--- src/rtl/aes_inv_round_seq.sv ---
// Iterative AES inverse-cipher round sequencer: one inverse round per clock, with
// InvSubBytes and round keys supplied combinationally by external blocks.

module aes_inv_round_seq #(
    parameter int unsigned NR = 10
) (
    input  logic         clk,
    input  logic         rst,
    input  logic         in_valid,
    output logic         in_ready,
    input  logic [127:0] in_data,
    output logic [3:0]   key_idx,
    input  logic [127:0] round_key,
    output logic [127:0] isb_in,
    input  logic [127:0] isb_out,
    output logic         out_valid,
    input  logic         out_ready,
    output logic [127:0] out_data
);
    typedef enum logic [1:0] {
        ST_IDLE  = 2'd0,
        ST_ROUND = 2'd1,
        ST_FINAL = 2'd2,
        ST_DONE  = 2'd3
    } fsm_e;

    fsm_e         fsm_r;
    logic [127:0] state_r;
    logic [3:0]   rnd_r;
    logic [3:0]   key_idx_r;
    logic         idle_r;
    logic         out_valid_r;
    logic [127:0] out_data_r;
    logic [127:0] mix_in_s;
    logic [127:0] mix_out_s;
    logic [7:0]   mix_bytes_s [4][4];

    // Row r rotates right by r columns: s'[r][c] = s[r][(c-r) mod 4].
    function automatic logic [127:0] inv_shift_rows(input logic [127:0] s);
        logic [127:0] o;
        o = 128'h0;
        for (int c = 0; c < 4; c++) begin
            for (int r = 0; r < 4; r++) begin
                o[127 - 8*(4*c + r) -: 8] = s[127 - 8*(4*((c + 4 - r) % 4) + r) -: 8];
            end
        end
        return o;
    endfunction

    assign isb_in    = inv_shift_rows(state_r);
    assign mix_in_s  = isb_out ^ round_key;
    assign in_ready  = idle_r & ~rst;
    assign key_idx   = key_idx_r;
    assign out_valid = out_valid_r;
    assign out_data  = out_data_r;

    // Unpack the column-major word into the row/column byte grid of the mixer.
    always_comb begin
        for (int r = 0; r < 4; r++) begin
            for (int c = 0; c < 4; c++) begin
                mix_bytes_s[r][c] = mix_in_s[127 - 8*(4*c + r) -: 8];
            end
        end
    end

    inv_mix_column u_imc (
        .ip_data (mix_bytes_s),
        .op_data (mix_out_s)
    );

    // Round sequencer; key_idx is registered one step ahead so it matches the state it serves.
    always_ff @(posedge clk or posedge rst) begin
        if (rst) begin
            fsm_r       <= ST_IDLE;
            state_r     <= 128'h0;
            rnd_r       <= 4'd0;
            key_idx_r   <= 4'(NR);
            idle_r      <= 1'b1;
            out_valid_r <= 1'b0;
            out_data_r  <= 128'h0;
        end else begin
            case (fsm_r)
                ST_IDLE: begin
                    if (in_valid) begin
                        state_r   <= in_data ^ round_key;
                        rnd_r     <= 4'(NR - 1);
                        key_idx_r <= 4'(NR - 1);
                        idle_r    <= 1'b0;
                        fsm_r     <= ST_ROUND;
                    end else begin
                        key_idx_r <= 4'(NR);
                    end
                end
                ST_ROUND: begin
                    state_r <= mix_out_s;
                    if (rnd_r == 4'd1) begin
                        key_idx_r <= 4'd0;
                        fsm_r     <= ST_FINAL;
                    end else begin
                        rnd_r     <= rnd_r - 4'd1;
                        key_idx_r <= rnd_r - 4'd1;
                    end
                end
                ST_FINAL: begin
                    out_data_r  <= isb_out ^ round_key;
                    out_valid_r <= 1'b1;
                    key_idx_r   <= 4'(NR);
                    fsm_r       <= ST_DONE;
                end
                ST_DONE: begin
                    if (out_ready) begin
                        out_valid_r <= 1'b0;
                        idle_r      <= 1'b1;
                        fsm_r       <= ST_IDLE;
                    end else begin
                        out_valid_r <= 1'b1;
                    end
                end
                default: begin
                    out_valid_r <= 1'b0;
                    idle_r      <= 1'b1;
                    key_idx_r   <= 4'(NR);
                    fsm_r       <= ST_IDLE;
                end
            endcase
        end
    end
endmodule

module inv_mix_column (
    input  logic [7:0]   ip_data [4][4],
    output logic [127:0] op_data
);
    function automatic logic [7:0] xtime(input logic [7:0] b);
        return {b[6:0], 1'b0} ^ (b[7] ? 8'h1b : 8'h00);
    endfunction

    function automatic logic [7:0] gmul(input logic [7:0] b, input logic [3:0] k);
        logic [7:0] x2;
        logic [7:0] x4;
        logic [7:0] x8;
        x2 = xtime(b);
        x4 = xtime(x2);
        x8 = xtime(x4);
        return (k[0] ? b : 8'h00) ^ (k[1] ? x2 : 8'h00) ^ (k[2] ? x4 : 8'h00) ^ (k[3] ? x8 : 8'h00);
    endfunction

    // Each column is multiplied by the circulant {0e,0b,0d,09}; output is column-major.
    always_comb begin
        op_data = 128'h0;
        for (int c = 0; c < 4; c++) begin
            for (int r = 0; r < 4; r++) begin
                op_data[127 - 8*(4*c + r) -: 8] =
                    gmul(ip_data[2'(r)][2'(c)],     4'he) ^
                    gmul(ip_data[2'(r + 1)][2'(c)], 4'hb) ^
                    gmul(ip_data[2'(r + 2)][2'(c)], 4'hd) ^
                    gmul(ip_data[2'(r + 3)][2'(c)], 4'h9);
            end
        end
    end
endmodule

--- config.mk ---
export PLATFORM = sky130hd
export DESIGN_NAME = aes_inv_round_seq
export DESIGN_NICKNAME = d
export VERILOG_FILES = /design/src/rtl/aes_inv_round_seq.sv
export SDC_FILE = /design/constraint.sdc
export NUM_CORES = 1
export LEC_CHECK = 0
export BUFFER_PORTS_ARGS = -buffer_cell sky130_fd_sc_hd__buf_2
export CORE_AREA = 2 2 252 254
export DETAILED_ROUTE_END_ITERATION = 8
export DIE_AREA = 0 0 254 256
export REMOVE_ABC_BUFFERS = 1
export SETUP_SLACK_MARGIN = 0.4
export SKIP_CTS_REPAIR_TIMING = 1
export SYNTH_ARGS = -nofsm -noshare
export SYNTH_HDL_FRONTEND = slang
export SYNTH_HIERARCHICAL = 1
export SYNTH_SLANG_ARGS = --single-unit
--- constraint.sdc ---
create_clock -name clk -period 10.7 [get_ports clk]
set_input_delay 0 -clock clk [delete_from_list [all_inputs] [get_ports clk]]
set_output_delay 0 -clock clk [all_outputs]
set_load 0.02 [all_outputs]
==> flow_summary_export.csv <==
group,metric,value,unit
status,status,"finished, violations left",
status,violations,"negative hold slack",
cells_and_area,final_common_cell,"buf_2",
yosys,synth_ff_type,"dfrtp_1",
floorplanning,core-area,0.06239,mm²
cells_and_area,mostFrequentLayoutCells,"649 x buf_2, 492 x dlygate4sd3_1, 265 x dfrtp_1, 132 x nand2_1",
cells_and_area,fin_util,38.36,%
timing,fin_crit_sh,31.22,%
yosys,synth_edf_count,0,
yosys,syn-instance-count,1424,
worst_hold_path,min_to,"state_r[51]",
critical_path,worstPathArrival,3760,ps
timing,tightest_slew,942.9,ps
clock_network,clk_pin_slew_worst_paths,60,ps
power,leakagePower,11.27,nW
grt,grt.overflow.total,0,
floorplanning,num_rows,92,
critical_path,crit_top_cell,"buf_4",
power,p_total,6.078,mW
critical_path,path_cells,"inv_1 > ha_4 > o21ai_4 > buf_4 > buf_4 > o21ai_0",
critical_path,crit_required,11120,ps
worst_hold_path,hold_class,"in2reg",
critical_path,worstSetupPathType,"reg2reg",
place,io_buffers,649,
timing,hold_viol_final,11,
yosys,yosysUniqueCellTypes,35,
floorplanning,die_w,254,µm
grt,grt_pass1_vias,11010,
critical_path,worst_r2r_endpoint,"state_r[116]",
yosys,ys_async_sr_fraction,100.0,%
grt,grt_usage,11.51,%
timing,drv_slew,0,
power,max-vdd-ir-drop,124.7,µV
floorplanning,die_h,256,µm
floorplanning,die-area,0.06502,mm²
cells_and_area,drive_above_1_share,33.36,%
timing,rsz0062_at_grt,"false",
detailed_routing,via_per_inst,3.995,
critical_path,r2r-start,"fsm_r[1]",
power,p_per_area,253.9,mW/mm²
critical_path,cpPeakStageDelay,770,ps
worst_hold_path,min-delay-start,"round_key[51]",
clock_network,cts_tree,"built",
detailed_routing,antenna_left,0,
clock_network,numClockSinks,268,
critical_path,end_kind,"flip-flop",
cells_and_area,finalInstanceArea,0.02393,mm²
detailed_routing,routedWlPerCell,14.28,µm
critical_path,cp-start-kind,"flip-flop",
clock_network,cts-root-buf,"clkbuf_16",
floorplanning,start_util,23.01,%
timing,finalSetupViolCount,0,
yosys,seq_area_frac_synth,46.74,%
place,place_hpwl,30.37,mm
critical_path,critPathSlowestCell,"o21ai_4",
floorplanning,ios,650,
clock_network,clkLatencyLatePin,560,ps
detailed_routing,dr.pass1.iters,5,
place,post_dp_cell_area,0.01793,mm²
yosys,yosys_warnings,6,
critical_path,r2r_cells,6,
yosys,syn_area,0.01436,mm²
grt,grt_max_degree,110,
clock_network,cts_buffer_depth,3,
detailed_routing,drt_wl_total,48.61,mm
grt,antenna_found_initial,3,
detailed_routing,drt_iter0_drc,508,
grt,grt_pass1_wl,59.72,mm
clock_network,htreeDepth,1,
job,cap_violations,0,
timing,period_needed,3340,ps
timing,skew,17.39,ps
timing,holdWs,-75.06,ps
yosys,syn_avg_cell_area,10.08,µm²
detailed_routing,vias,13600,
place,place_congestion,0.8320,
cells_and_area,fin_nets,2927,
timing,fmax,299.4,MHz
detailed_routing,drc,0,
clock_network,cts-buffers-inserted,31,
timing,relSlewSlack,37.14,%
yosys,synth_seq_cells,268,
cells_and_area,fillers,5969,
worst_hold_path,hold_depth,5,
critical_path,path_max_fanout,85,
cells_and_area,areaGrowthSynthToFinish,66.71,%
critical_path,ff2ff_setup_slack,7360,ps
metal layers:
metal	global-route usage [%]	routed length [µm]	vias up
met2	20.77	25500	491
met4	3.856	1962	2
li1	-	-	6649
met5	0	13	-
met3	2.512	3014	123
met1	13.34	18120	6333
through the flow:
step | setup TNS, ps | setup WS [ps] | instances
floorplan | -111060 | -934.5 | 1349
global placement | 0 | 7355 | 2854
detailed placement | 0 | 7244 | 2854
CTS | 0 | 7266 | 2911
global route | 0 | 6986 | 3404
finish | 0 | 7360 | 3404
worst max path at each step:
stage	start	endpoint	cells after the start
3_3_place_gp	fsm_r[1]	state_r[86]	6
5_1_grt	fsm_r[1]	state_r[116]	6
2_1_floorplan	fsm_r[1]	rnd_r[1]	4
3_5_place_dp	fsm_r[1]	state_r[116]	6
4_1_cts	fsm_r[1]	state_r[116]	6
6_report	fsm_r[1]	state_r[116]	6
flip-flops by register name, summed over array words and instances, names as in the netlist:
name and count:
state_r 128, out_valid 1, out_data 128, idle_r 1, rnd_r 4, key_idx 4
fsm_r 2
critical path: cells and delay by family, from the launching register on:
| kind | cells | cell delay [ps] |
|---|---|---|
| flip-flops | 1 | 410 |
| adder cells (fa/ha/maj) | 1 | 410 |
| AO/OA/AOI/OAI | 2 | 990 |
| buffers and inverters | 3 | 1260 |
where the power goes:
part	total, mW	internal [mW]	switching [mW]	leakage, nW
registers	1.81	1.55	0.266	3.21
logic	3.15	1.25	1.90	7.51
clock network	1.11	0.673	0.437	0.539
total	6.08	3.47	2.60	11.3
synth_stat cells (all sizes together) (2+ instances only):
master | number | area share [%]
a21oi | 130 | 4.5
buf | 168 | 8.4
clkbuf | 34 | 0.89
dfrtp | 265 | 46
dfstp | 3 | 0.55
ha | 6 | 0.52
inv | 8 | 0.21
mux2 | 130 | 10
mux2i | 2 | 0.14
nand2 | 132 | 3.5
nand3 | 2 | 0.070
nor2 | 131 | 3.5
nor2b | 3 | 0.13
nor3 | 3 | 0.10
o21ai | 136 | 4.8
o22ai | 2 | 0.087
o31ai | 2 | 0.10
xnor2 | 130 | 7.9
xor2 | 128 | 7.8
logic make-up (layout without fill, tap and decap cells):
logic type / count (synthesis) / in the layout / synth area share [%]
buffers and inverters: 210 / 1216 / 9.456
multiplexers: 132 / 132 / 10.34
adder cells (fa/ha/maj): 6 / 6 / 0.5229
other: 1 / 129 / 0.02612
AO/OA/AOI/OAI: 275 / 275 / 9.761
flip-flops: 268 / 268 / 46.74
XOR/XNOR: 258 / 258 / 15.74
AND/OR/NAND/NOR: 274 / 274 / 7.417
layout make-up:
type	instances	area (µm²)	area share, %
antenna	1	2.502	0.01046
clock buffer	40	879.6	3.675
clock inverter	17	198.9	0.8312
inverter	8	37.54	0.1568
multi-input combinational	1073	6798	28.40
sequential	268	6710	28.04
tap	846	1059	4.423
timing repair buffer	1151	8248	34.46
No activity file was read; power rests on OpenSTA's default activity.
